File: src/rtl/gated_dreg_pipe.sv
`default_nettype none
// ============================================================================
// Module      : gated_dreg_pipe
// Description : CH-lane gated D-register delay line; each lane is a DEPTH-stage
//               WIDTH-bit shift pipe with per-stage valid and occupancy count.
// Revision    : 1.0 - initial release
// ============================================================================
module gated_dreg_pipe #(
    parameter int unsigned       WIDTH   = 8,
    parameter int unsigned       CH      = 4,
    parameter int unsigned       DEPTH   = 3,
    parameter logic [WIDTH-1:0]  CLR_VAL = '0,
    localparam int unsigned      CW      = $clog2(DEPTH + 1)
) (
    input  logic                  clk,
    input  logic                  clr,
    input  logic                  sclr,
    input  logic [CH*WIDTH-1:0]   d,
    input  logic [CH-1:0]         d_vld,
    input  logic [CH-1:0]         g,
    output logic [CH*WIDTH-1:0]   q,
    output logic [CH-1:0]         q_vld,
    output logic [CH*CW-1:0]      occ
);

    logic [CH-1:0][DEPTH-1:0][WIDTH-1:0] data_q, data_d;
    logic [CH-1:0][DEPTH-1:0]            vld_q,  vld_d;

    // Data shifts with the gate whether or not the sample is valid, so invalid
    // stages always hold a deterministic value.
    always_comb begin
        data_d = data_q;
        vld_d  = vld_q;
        if (sclr) begin
            data_d = {(CH*DEPTH){CLR_VAL}};
            vld_d  = '0;
        end else begin
            for (int c = 0; c < int'(CH); c++) begin
                if (g[c]) begin
                    data_d[c][0] = d[c*WIDTH +: WIDTH];
                    vld_d[c][0]  = d_vld[c];
                    for (int k = 1; k < int'(DEPTH); k++) begin
                        data_d[c][k] = data_q[c][k-1];
                        vld_d[c][k]  = vld_q[c][k-1];
                    end
                end
            end
        end
    end

    always_ff @(posedge clk or posedge clr) begin
        if (clr) begin
            data_q <= {(CH*DEPTH){CLR_VAL}};
            vld_q  <= '0;
        end else begin
            data_q <= data_d;
            vld_q  <= vld_d;
        end
    end

    generate
        for (genvar c = 0; c < int'(CH); c++) begin : g_lane
            logic [CW-1:0] cnt;

            always_comb begin
                cnt = '0;
                for (int k = 0; k < int'(DEPTH); k++) begin
                    cnt = cnt + CW'(vld_q[c][k]);
                end
            end

            assign q[c*WIDTH +: WIDTH] = data_q[c][DEPTH-1];
            assign q_vld[c]            = vld_q[c][DEPTH-1];
            assign occ[c*CW +: CW]     = cnt;
        end
    endgenerate

endmodule
`default_nettype wire

File: config.mk
export PLATFORM = sky130hd
export DESIGN_NAME = gated_dreg_pipe
export DESIGN_NICKNAME = d
export VERILOG_FILES = /design/src/rtl/gated_dreg_pipe.sv
export SDC_FILE = /design/constraint.sdc
export NUM_CORES = 1
export LEC_CHECK = 0
export ABC_AREA = 1
export CORE_ASPECT_RATIO = 2
export CORE_MARGIN = 5
export CORE_UTILIZATION = 56
export DETAILED_ROUTE_END_ITERATION = 10
export GPL_TIMING_DRIVEN = 0
export PLACE_DENSITY = 0.84
export SYNTH_ARGS = -nofsm -noshare
export SYNTH_HDL_FRONTEND = slang
export SYNTH_SLANG_ARGS = --single-unit
File: constraint.sdc
create_clock -name clk -period 7.5 [get_ports clk]
set_clock_uncertainty 0.05 [all_clocks]
set_input_delay 1.5 -clock clk [delete_from_list [all_inputs] [get_ports clk]]
set_output_delay 1.5 -clock clk [all_outputs]
set_load 0.02 [all_outputs]
==> run metrics <==
worst-path cell chain fa_1, clkdlybuf4s50_1; CTS root buffer clkbuf_16; commonest non-fill, non-tap cell in the layout nand2_1; Die Footprint 0.0106 mm²; largest net degree at the start of global routing 67; Cells after Synth 510; max incr delay on CP 0.63 ns; area leader, netlist dfrtp_1; CP Capture Type output pin; Post-DP HPWL 7.57 mm; Hold Buf Count CTS 0; clk sinks 108; YS warnings 0; commonest cells after routing, fill and taps aside nand2_1 (216), dfrtp_1 (108), nand3_1 (88), clkdlybuf4s50_1 (81), buf_4 (42); Seq/Total Area, Yosys 56.3%; starting density of the core 57.5%; RD Place Congestion 0.792; Setup TNS 0 ns; worst path required time 5.95 ns; WHS 0.423 ns; post-DR vias/cell 5.24; largest delay contributor family on the critical path buffers and inverters; dominant cells by area after synthesis dfrtp_1 (56%), nand2_1 (17%), nand3_1 (9.2%), buf_4 (6.6%), nand3_2 (4.2%); worst path arrival time 1.96 ns; initial antenna violation count 0; Max rail drop VDD 0.153 mV; clock-pin transition on the worst setup and hold timing paths 0.06 ns; Setup Fix Bufs, Post-CTS 0; CP max FO 3; Crit path buffers/inverters 1; Congestion Overflow GR 0; core box area 0.00835 mm²; port bufs 81; mapped cell area 0.00480 mm²; register bit total from synthesis 108; syn nets 557; share of layout cells above drive strength 1 18.0%; status finished, final reports clean; Die Ht 141 µm; PwrDens 199 mW/mm²; CTS buffer count 9; hold violation total from the final report 0; Nets 650; Total GRT Usage 21.0%; Setup violations, final 0; leakage power 3.25 nW; vias in the first global route 3,744; Final period util 46.8%; Die W 75.5 µm; Iter 0 DRT Violations 207; Clock Tree Buf Depth 2; WL per Instance 14.7 µm; DRC 0; RSZ-0062 raised after global routing no; Max-Slew Margin vs Limit 47.2%; Pre-antenna DRT Iters 4; first-pass GRT wire length 17.2 mm; Final min period 3.51 ns; post-cts sizing count 0; Routed WL 10.4 mm; Setup crit start kind flip-flop; Layout Area Growth over Synthesis 26.0%; Slew Viols, Final 0; n_diodes 0; FP Rows 47; later-pin clock latency in the skew report 0.34 ns; CTS tree done; area share of the largest cell type after synthesis 56.3%; Mean Syn Cell Area 9.42 µm²; Peak Freq 0.285 GHz; I/O pin cnt 87; worst hold path class flip-flop to flip-flop; H-tree depth 3; Slew @ Worst Pin 0.792 ns; kind of critical path flip-flop to output pin; slowest CP cell clkdlybuf4s50_1; antenna-violating nets left 0; # Max-Cap Violations 0; Vias 3,694; post-synthesis cell type count 12
==> registers in the layout, indices dropped and copies added (netlist names) <==
signal	count
data_q	64
q	32
q_vld	4
vld_q	8
==> kinds of logic after synthesis <==
logic type                 share of synthesized area, %
DFF                                                56.2
buffers and inverters                              10.2
adders and majority gates                          1.67
and+or+nand+nor                                    31.9
==> per-layer routing <==
metal	wire, µm	share of wire, %	track usage, %
met5	0	0	0
met4	282	2.7	8.57
met3	458	4.4	4.28
met2	5960	58	38.1
met1	3660	35	22.8
==> area by class of cell <==
cell class / count / area (µm²)
inverters: 2 / 15.0
well taps: 98 / 123
multi-input cells: 332 / 1610
clock inverters: 4 / 50.0
plain buffers: 68 / 478
clock buffers: 11 / 243
fillers: 637 / 2300
flip-flops and latches: 108 / 2700
repair buffers: 82 / 831
==> per-stage QoR <==
stage,utilization (%),setup WS (ns),cells,instance area (µm²),total power [mW]
2_1_floorplan,-,3.10,510,4800,0.698
3_3_place_gp,68.7,1.76,689,5740,0.743
3_5_place_dp,69.0,4.34,690,5760,0.750
4_1_cts,72.5,3.97,705,6050,1.21
5_1_grt,72.5,3.95,705,6050,1.24
6_report,72.5,3.99,705,6050,1.20
==> cells in the mapped netlist <==
cell type  number
nand2_1       216
dfrtp_1       108
nand3_1        88
buf_4          42
buf_2          22
nand3_2        20
fa_1            4
nor2_8          4
buf_6           2
buf_8           2
inv_1           1
inv_6           1
==> power breakdown <==
| group | leakage (nW) | internal [mW] | total (mW) | switching (mW) |
|---|---|---|---|---|
| clock network | 0.138 | 0.266 | 0.464 | 0.198 |
| logic | 1.64 | 0.0531 | 0.122 | 0.0691 |
| registers | 1.47 | 0.602 | 0.616 | 0.0134 |
| total | 3.25 | 0.921 | 1.20 | 0.281 |
==> tightest hold or removal path, stage by stage (launching register included) <==
cell	delay [ns]
dfrtp_1	0.34
nand2_1	0.05
nand2_1	0.05
==> final timing paths <==
path,cells after the start,slack [ns],start,to
worst max-delay path,2,3.99,q_vld[1]$_DFFE_PP0P_,occ[2]
worst min-delay path,2,0.42,data_q[27]$_DFFE_PP0P_,data_q[27]$_DFFE_PP0P_
worst max register to register,2,6.75,vld_q[10]$_DFFE_PP0P_,q_vld[3]$_DFFE_PP0P_
worst min register to register,2,0.42,data_q[27]$_DFFE_PP0P_,data_q[27]$_DFFE_PP0P_
max in group asynchronous,3,5.09,clr,data_q[73]$_DFFE_PP0P_
min in group asynchronous,2,1.61,clr,data_q[50]$_DFFE_PP0P_
Note: power is estimated with default switching activity, not from simulation.
